### config.mk
export PLATFORM = sky130hd
export DESIGN_NAME = mem_cmd_initiator
export DESIGN_NICKNAME = d
export VERILOG_FILES = /design/src/rtl/mem_cmd_initiator_pkg.sv /design/src/rtl/mem_cmd_framer.sv /design/src/rtl/mem_cmd_initiator.sv
export SDC_FILE = /design/constraint.sdc
export NUM_CORES = 1
export LEC_CHECK = 0
export BUFFER_PORTS_ARGS = -buffer_cell sky130_fd_sc_hd__buf_4
export CORE_ASPECT_RATIO = 0.75
export CORE_MARGIN = 1.5
export CORE_UTILIZATION = 50
export CTS_CLUSTER_SIZE = 30
export DETAILED_ROUTE_END_ITERATION = 6
export MAX_ROUTING_LAYER = met4
export PLACE_DENSITY = 0.75
export SLEW_MARGIN = 0
export SYNTH_ARGS = -nofsm -noshare
export SYNTH_HDL_FRONTEND = slang
export SYNTH_SLANG_ARGS = --single-unit
### constraint.sdc
create_clock -name clk -period 3 [get_ports clk]
set_clock_uncertainty 0.15 [all_clocks]
set_input_delay 0.3 -clock clk [delete_from_list [all_inputs] [get_ports clk]]
set_output_delay 0.3 -clock clk [all_outputs]
set_load 0.05 [all_outputs]
### src/rtl/mem_cmd_initiator_pkg.sv
// Shared types and constants for the memory command initiator:
// FSM state encoding, frame layout and response constants.
package mem_cmd_initiator_pkg;

    typedef enum logic [2:0] {
        IDLE,
        TX_BYTE,
        TX_GAP,
        RX_WAIT,
        DONE
    } state_t;

    localparam int         OPCODE_BIT = 7;
    localparam logic [7:0] ACK_BYTE   = 8'hA5;
    localparam int         READ_LEN   = 2;
    localparam int         WRITE_LEN  = 4;

    function automatic logic [1:0] last_tx_idx(input logic is_write);
        return is_write ? 2'(WRITE_LEN - 1) : 2'(READ_LEN - 1);
    endfunction

endpackage

### src/rtl/mem_cmd_framer.sv
// Combinational mapping of the captured request and byte index to the
// UART byte to send.
module mem_cmd_framer
    import mem_cmd_initiator_pkg::*;
(
    input  logic        write,
    input  logic [3:0]  select,
    input  logic [7:0]  addr,
    input  logic [15:0] wdata,
    input  logic [1:0]  byte_idx,
    output logic [7:0]  tx_data
);

    always_comb begin
        tx_data = '0;
        case (byte_idx)
            2'd0: begin
                tx_data[OPCODE_BIT] = write;
                tx_data[3:0]        = select;
            end
            2'd1:    tx_data = addr;
            2'd2:    tx_data = wdata[15:8];
            default: tx_data = wdata[7:0];
        endcase
    end

endmodule

### src/rtl/mem_cmd_initiator.sv
// UART memory command initiator: frames a read/write request into bytes and
// collects the response. Optional response timeout under `RSP_TIMEOUT_EN.
//
// state   | meaning
// IDLE    | accepting a request
// TX_BYTE | pulse uart_tx_en once the transmitter is free
// TX_GAP  | hold byte until transmitter free, then next byte or RX_WAIT
// RX_WAIT | collect response bytes (optional timeout)
// DONE    | one-cycle rsp_valid
module mem_cmd_initiator
    import mem_cmd_initiator_pkg::*;
#(
    parameter int MEM_SELECT_BITS = 4,
    parameter int RSP_TIMEOUT     = 1_200_000
) (
    input  logic                       clk,
    input  logic                       reset,
    input  logic                       req_valid,
    output logic                       req_ready,
    input  logic                       req_write,
    input  logic [MEM_SELECT_BITS-1:0] req_select,
    input  logic [7:0]                 req_addr,
    input  logic [15:0]                req_wdata,
    output logic                       rsp_valid,
    output logic [15:0]                rsp_rdata,
    output logic                       rsp_error,
    output logic                       uart_tx_en,
    output logic [7:0]                 uart_tx_data,
    input  logic                       uart_tx_busy,
    input  logic                       uart_rx_valid,
    input  logic [7:0]                 uart_rx_data
);

    if (MEM_SELECT_BITS < 1 || MEM_SELECT_BITS > 4 || RSP_TIMEOUT < 1) begin : g_bad_param
        $error("mem_cmd_initiator: parameter out of range");
    end

    state_t      state_q, state_d;
    logic [1:0]  byte_cnt_q, byte_cnt_d;
    logic        write_q, write_d;
    logic [3:0]  select_q, select_d;
    logic [7:0]  addr_q, addr_d;
    logic [15:0] wdata_q, wdata_d;
    logic        rx_cnt_q, rx_cnt_d;
    logic [7:0]  rx_hi_q, rx_hi_d;
    logic        rx_valid_q, rx_valid_d;
    logic [7:0]  rx_data_q, rx_data_d;
    logic [15:0] rsp_rdata_q, rsp_rdata_d;
    logic        rsp_error_q, rsp_error_d;
    logic        last_tx, rx_last, tmo_hit;

    assign last_tx = (byte_cnt_q == last_tx_idx(write_q));
    assign rx_last = write_q | rx_cnt_q;

`ifdef RSP_TIMEOUT_EN
    localparam int TMO_W = (RSP_TIMEOUT > 1) ? $clog2(RSP_TIMEOUT) : 1;
    logic [TMO_W-1:0] tmo_q, tmo_d;

    // Down-counter reloaded on RX_WAIT entry and on every accepted byte.
    always_comb begin
        tmo_d = tmo_q;
        if ((state_q == TX_GAP && state_d == RX_WAIT) || (state_q == RX_WAIT && rx_valid_q))
            tmo_d = TMO_W'(RSP_TIMEOUT - 1);
        else if (state_q == RX_WAIT && tmo_q != '0)
            tmo_d = tmo_q - TMO_W'(1);
    end

    always_ff @(posedge clk) begin
        if (reset) tmo_q <= '0;
        else       tmo_q <= tmo_d;
    end

    assign tmo_hit = (tmo_q == '0);
`else
    assign tmo_hit = 1'b0;
`endif

    always_ff @(posedge clk) begin
        if (reset) state_q <= IDLE;
        else       state_q <= state_d;
    end

    always_comb begin
        state_d = state_q;
        case (state_q)
            IDLE:    if (req_valid) state_d = TX_BYTE;
            TX_BYTE: if (!uart_tx_busy) state_d = TX_GAP;
            TX_GAP:  if (!uart_tx_busy) state_d = last_tx ? RX_WAIT : TX_BYTE;
            RX_WAIT: begin
                if (rx_valid_q) begin
                    if (rx_last) state_d = DONE;
                end else if (tmo_hit) begin
                    state_d = DONE;
                end
            end
            DONE:    state_d = IDLE;
            default: state_d = IDLE;
        endcase
    end

    always_comb begin
        req_ready  = (state_q == IDLE);
        uart_tx_en = (state_q == TX_BYTE) && !uart_tx_busy;
        rsp_valid  = (state_q == DONE);
    end

    // Registering the strobe gives the two-cycle rx-to-rsp_valid latency;
    // strobes outside RX_WAIT are dropped here so nothing is buffered.
    always_comb begin
        write_d     = write_q;
        select_d    = select_q;
        addr_d      = addr_q;
        wdata_d     = wdata_q;
        byte_cnt_d  = byte_cnt_q;
        rx_cnt_d    = rx_cnt_q;
        rx_hi_d     = rx_hi_q;
        rsp_rdata_d = rsp_rdata_q;
        rsp_error_d = rsp_error_q;
        rx_valid_d  = uart_rx_valid && (state_q == RX_WAIT);
        rx_data_d   = uart_rx_data;
        case (state_q)
            IDLE: if (req_valid) begin
                write_d    = req_write;
                select_d   = 4'(req_select);
                addr_d     = req_addr;
                wdata_d    = req_wdata;
                byte_cnt_d = 2'd0;
                rx_cnt_d   = 1'b0;
            end
            TX_GAP: if (!uart_tx_busy && !last_tx) byte_cnt_d = byte_cnt_q + 2'd1;
            RX_WAIT: begin
                if (rx_valid_q) begin
                    if (!rx_last) begin
                        rx_hi_d  = rx_data_q;
                        rx_cnt_d = 1'b1;
                    end else if (write_q) begin
                        rsp_rdata_d = 16'h0000;
                        rsp_error_d = (rx_data_q != ACK_BYTE);
                    end else begin
                        rsp_rdata_d = {rx_hi_q, rx_data_q};
                        rsp_error_d = 1'b0;
                    end
                end else if (tmo_hit) begin
                    rsp_rdata_d = 16'h0000;
                    rsp_error_d = 1'b1;
                end
            end
            default: ;
        endcase
    end

    always_ff @(posedge clk) begin
        if (reset) begin
            write_q     <= 1'b0;
            select_q    <= '0;
            addr_q      <= '0;
            wdata_q     <= '0;
            byte_cnt_q  <= '0;
            rx_cnt_q    <= 1'b0;
            rx_hi_q     <= '0;
            rx_valid_q  <= 1'b0;
            rx_data_q   <= '0;
            rsp_rdata_q <= '0;
            rsp_error_q <= 1'b0;
        end else begin
            write_q     <= write_d;
            select_q    <= select_d;
            addr_q      <= addr_d;
            wdata_q     <= wdata_d;
            byte_cnt_q  <= byte_cnt_d;
            rx_cnt_q    <= rx_cnt_d;
            rx_hi_q     <= rx_hi_d;
            rx_valid_q  <= rx_valid_d;
            rx_data_q   <= rx_data_d;
            rsp_rdata_q <= rsp_rdata_d;
            rsp_error_q <= rsp_error_d;
        end
    end

    assign rsp_rdata = rsp_rdata_q;
    assign rsp_error = rsp_error_q;

    mem_cmd_framer u_framer (
        .write    (write_q),
        .select   (select_q),
        .addr     (addr_q),
        .wdata    (wdata_q),
        .byte_idx (byte_cnt_q),
        .tx_data  (uart_tx_data)
    );

endmodule
== Word-level counts from Yosys, hierarchy flattened ==
Cells that the tools add are included.
Word-level totals
  register bits after elaboration: 69
  output and inout bits: 28
  word-level logic and storage cells: 65
Cells by class
  $add $sub $neg: 1
  eq/ne operators: 15
  multiplexer cells: 20
  bitwise logic cells: 2
  reductions and logical operators: 15
Operators with widths (count)
  $mux 16: 1
  $mux 3: 5
  $ne 2x2->1 const B: 7
  $pmux 3 s4: 1
  $pmux 4 s3: 1
  $pmux 3 s3: 1
  $reduce_and 3->1: 3
  $mux 2: 4
  $ne 8x8->1 const B: 1
  $eq 3x2->1 const B: 2
  $reduce_and 5->1: 1
  $mux 1: 4
  $pmux 2 s2: 1
  $reduce_and 4->1: 1
  $reduce_bool 2->1: 2
  $eq 3x1->1 const B: 1
  $eq 3x3->1 const B: 1
  $logic_and 1x1->1: 3
  $logic_not 3->1: 1
  $pmux 1 s3: 1
  $add 2x1->2 const B: 1
  $eq 2x1->1 const B: 1
  $eq 2x2->1: 1
  $eq 2x2->1 const B: 1
  6 further kinds: 7

== Logic depth before layout (Yosys ltp) ==
  depth after elaboration: 6
  depth in mapped cells: 6
  depth with buffers taken out: 5

== Hierarchy ==
A second synthesis with hierarchy kept.
Unflattened totals
  cell total of the unflattened synthesis: 328
  area total of the unflattened synthesis: 2904.0 sq um
Modules (own cells, without submodules)
  mem_cmd_initiator: instances 1, cells an instance 314, area each 2705.1 sq um, sequential area each 1381.3 sq um
  mem_cmd_framer: instances 1, cells an instance 14, area each 198.9 sq um, sequential area each 0.0 sq um

== Worst setup path before layout ==
OpenSTA, ideal clock, no wires.
  path kind: reg-to-output
  start point: register byte_cnt_q[1]
  end point: output uart_tx_data[4]
  data arrival time: 2.001 ns
  setup slack: 0.549 ns
  cell stages (with the launch flop): 6
  path through: dfxtp_1 > inv_1 > ha_1 > clkbuf_1 > a22oi_1 > o21ai_0
On the way
  longest elaborated chain between the ends: 2
  elaborated cells on any way between the ends: 4
RTL lines
  start, declared: line mem_cmd_initiator.sv:39  | logic [1:0] byte_cnt_q, byte_cnt_d;
  start signal, assigned: line mem_cmd_initiator.sv:170  | byte_cnt_q <= byte_cnt_d;
  $eq 2x2->1, or another cell as far along: line mem_cmd_framer.sv:16  | case (byte_idx)
  $pmux 3 s3 *: line mem_cmd_framer.sv:16
  end, declared: line mem_cmd_initiator.sv:28  | output logic [7:0] uart_tx_data,
Mark *: on every way between the ends. The rest lies on a longest branch, timed or not.

== Worst setup path after layout ==
  start point: register byte_cnt_q[1]
  end point: output uart_tx_data[7]
On the way
  longest elaborated chain between the ends: 2
  elaborated cells on any way between the ends: 4
RTL lines (line)
  $eq 2x2->1, or another cell as far along: mem_cmd_framer.sv:16
  $pmux 1 s3 *: mem_cmd_framer.sv:16
Marks and branches as above.

==> impl_metrics.yaml <==
floorplanning:
  die_w_um: 91.5
  ios: 70
  coreArea_um2: 5500
  rows: 23
  initial_core_util_pct: 53.4
  dieArea_um2: 6350
  die_y_um: 69.4
global_route:
  grt_pass1_vias: 2516
  grt_max_degree: 70
  grt_antenna_before_repair: 0
  gr-total-overflow: 0
  grt_usage_pct: 24.5
  grt_pass1_wl_um: 12000
synth:
  ys_seq_area_share_pct: 47.0
  synth_ff_type: "dfxtp_1"
  yosys.area.top_type: "dfxtp_1"
  netlist.area_leader.share_pct: 47.0
  yosysMostFrequentCell: "dfxtp_1"
  ys_ff_latch: 69
  syn_inst: 349
  synth-edff-count: 0
  synthArstFlopShare_pct: 0
  ys_warn_count: 0
  synth.area.top_cells: "dfxtp_1 47%, a21oi_1 9.7%, nand2_1 8.1%"
  synth.distinct_cells: 35
  synth_nets: 395
  netlist_area_um2: 2940
  synth_top_cells_by_count: "69 x dfxtp_1, 63 x nand2_1, 57 x a21oi_1"
  syn_avg_cell_area_um2: 8.41
setup_path:
  path_class: "reg2out"
  worstPathMaxFanout: 8
  worstPathCellList: "inv_1 > ha_1 > a222oi_1 > mux2i_1 > buf_4"
  arrival_ns: 1.97
  cp.required_ns: 2.55
  slowest_stage: "dfxtp_1"
  end_kind: "output pin"
  worst_path_largest_cell_delay_ns: 0.47
  cp-start-kind: "register"
layout:
  n_fill_cell: 488
  multiInputGateArea_um2: 1380
  seqCellArea_um2: 1380
  nets: 446
  antennaDiodeCount: 0
  drive_above_1_share_pct: 23.0
  syn2layout_area_growth_pct: 25.1
  final_area_um2: 3670
  fin_util_pct: 66.8
placement:
  gp_congestion: 0.820
  pre_cts_ws_ns: 0.856
  hpwl_um: 4580
  post_dp_cell_area_um2: 3440
  portBuffers: 69
clocking:
  tritoncts: "yes"
  clkTransAtPathRegs_ns: 0.07
  numCtsBuffers: 9
  clkSinkCount: 69
  insertion_delay_ns: 0.35
  cts_setup_buffers: 0
  root_buffer: "clkbuf_8"
  htree_levels: 3
  cts_hold_buffers: 0
  cts_resized: 0
  ctsLongestPathBuffers: 2
timing:
  setup_violations: 0
  period_minus_slack_ns: 2.42
  setup_ws_ns: 0.578
  hold_viol: 0
  maxSlewViolCount: 0
  tns_ns: 0
  worstMarginPinSlew_ns: 1.05
  holdWs_ns: 0.0129
  relSlewSlack_pct: 30.0
  fin_crit_sh_pct: 80.7
  fmaxAchievable_mhz: 413
  rsz0062_at_grt: "no"
detailed_routing:
  drt_wl_total_um: 7120
  drc: 0
  via_count: 2641
  drt_iter0_drc: 152
  antenna_left: 0
  drt-pass1-iter-count: 5
  wl_per_cell_um: 14.9
  vias_per_cell: 5.51
status:
  status: "complete, no violations"
power_and_ir_drop:
  ir_worst_vdd_uv: 341
  power.density_nw_per_um2: 561
  leakagePower_nw: 1.38
flow_run:
  maxCapViolations: 0
min_path:
  hold_class: "in2reg"
sequential cells by signal, summed over array words and instances, names as in the netlist:
register,cells
byte_cnt_q,2
rsp_rdata,16
write_q,1
wdata_q,16
rx_hi_q,8
rx_valid_q,1
rsp_error,1
select_q,4
state_q,3
rx_data_q,8
addr_q,8
rx_cnt_q,1
final timing paths:
check	startpoint	endpoint	slack [ns]	cells past startpoint
worst min-delay path	uart_rx_data[0]	rx_data_q[0]	0.01	2
worst min register to register	wdata_q[6]	wdata_q[6]	0.31	2
worst max register to register	state_q[0]	byte_cnt_q[0]	0.83	3
worst max-delay path	byte_cnt_q[1]	uart_tx_data[7]	0.58	5
layout by cell type (no fill, tap or decap), drive strengths merged:
master	instances
nand3	10
o21ai	32
or4bb	2
o22a	1
clkinvlp	1
clkbuf	12
and4b	1
nand2	63
a211oi	1
nor4	1
dfxtp	69
bufinv	2
a31oi	2
a222oi	5
a21oi	57
inv	7
o211ai	3
ha	4
or2	1
nor3	2
nor2b	13
nor4b	3
or4b	2
mux2i	5
a22oi	3
nor2	2
nor3b	3
xnor2	1
nand3b	2
o31ai	1
nand4b	18
buf	75
final cells by class:
type,count,area share (%)
sequential,69,37.6
multi-input combinational,238,37.5
timing repair buffer,75,15.3
clock buffer,12,4.50
tap,75,2.55
clock inverter,3,1.84
inverter,7,0.715
per-stage QoR:
step	std cells	power, mW
after floorplan	349	1.14
after global placement	464	1.22
after detailed placement	464	1.22
after CTS	479	2.07
after global routing	479	2.14
final	479	2.06
worst max-delay path, delay by kind of cell, from the launching register on:
| kind | cells | cell delay (ns) |
|---|---|---|
| buffers and inverters | 2 | 0.31 |
| flip-flops | 1 | 0.47 |
| AO/OA/AOI/OAI | 1 | 0.40 |
| adder cells (fa/ha/maj) | 1 | 0.31 |
| multiplexers | 1 | 0.13 |
per-layer routing:
layer  routed length [um]  share of wire, %  track usage (%)  vias up
met5                    0                 0                -        -
met4                  136               1.9             9.55        0
met3                  362               5.1             6.58       10
met2                 3150                44             35.5       73
met1                 3470                49             32.5     1238
li1                     -                 -                -     1320
power by group:
group / switching (mW) / internal, mW / leakage, nW
clock network: 0.327 / 0.531 / 0.115
registers: 0.0299 / 0.952 / 0.563
logic: 0.126 / 0.0932 / 0.706
total: 0.484 / 1.58 / 1.38
cell families after synthesis:
kind of cell,after synthesis,synth area share [%]
compound gates,105,19.6
flops,69,47.0
xor+xnor,1,0.298
fa+ha+maj,4,1.70
buf+inv,42,6.39
simple gates,123,23.2
mux,5,1.70
No activity file was read; power rests on OpenSTA's default activity.
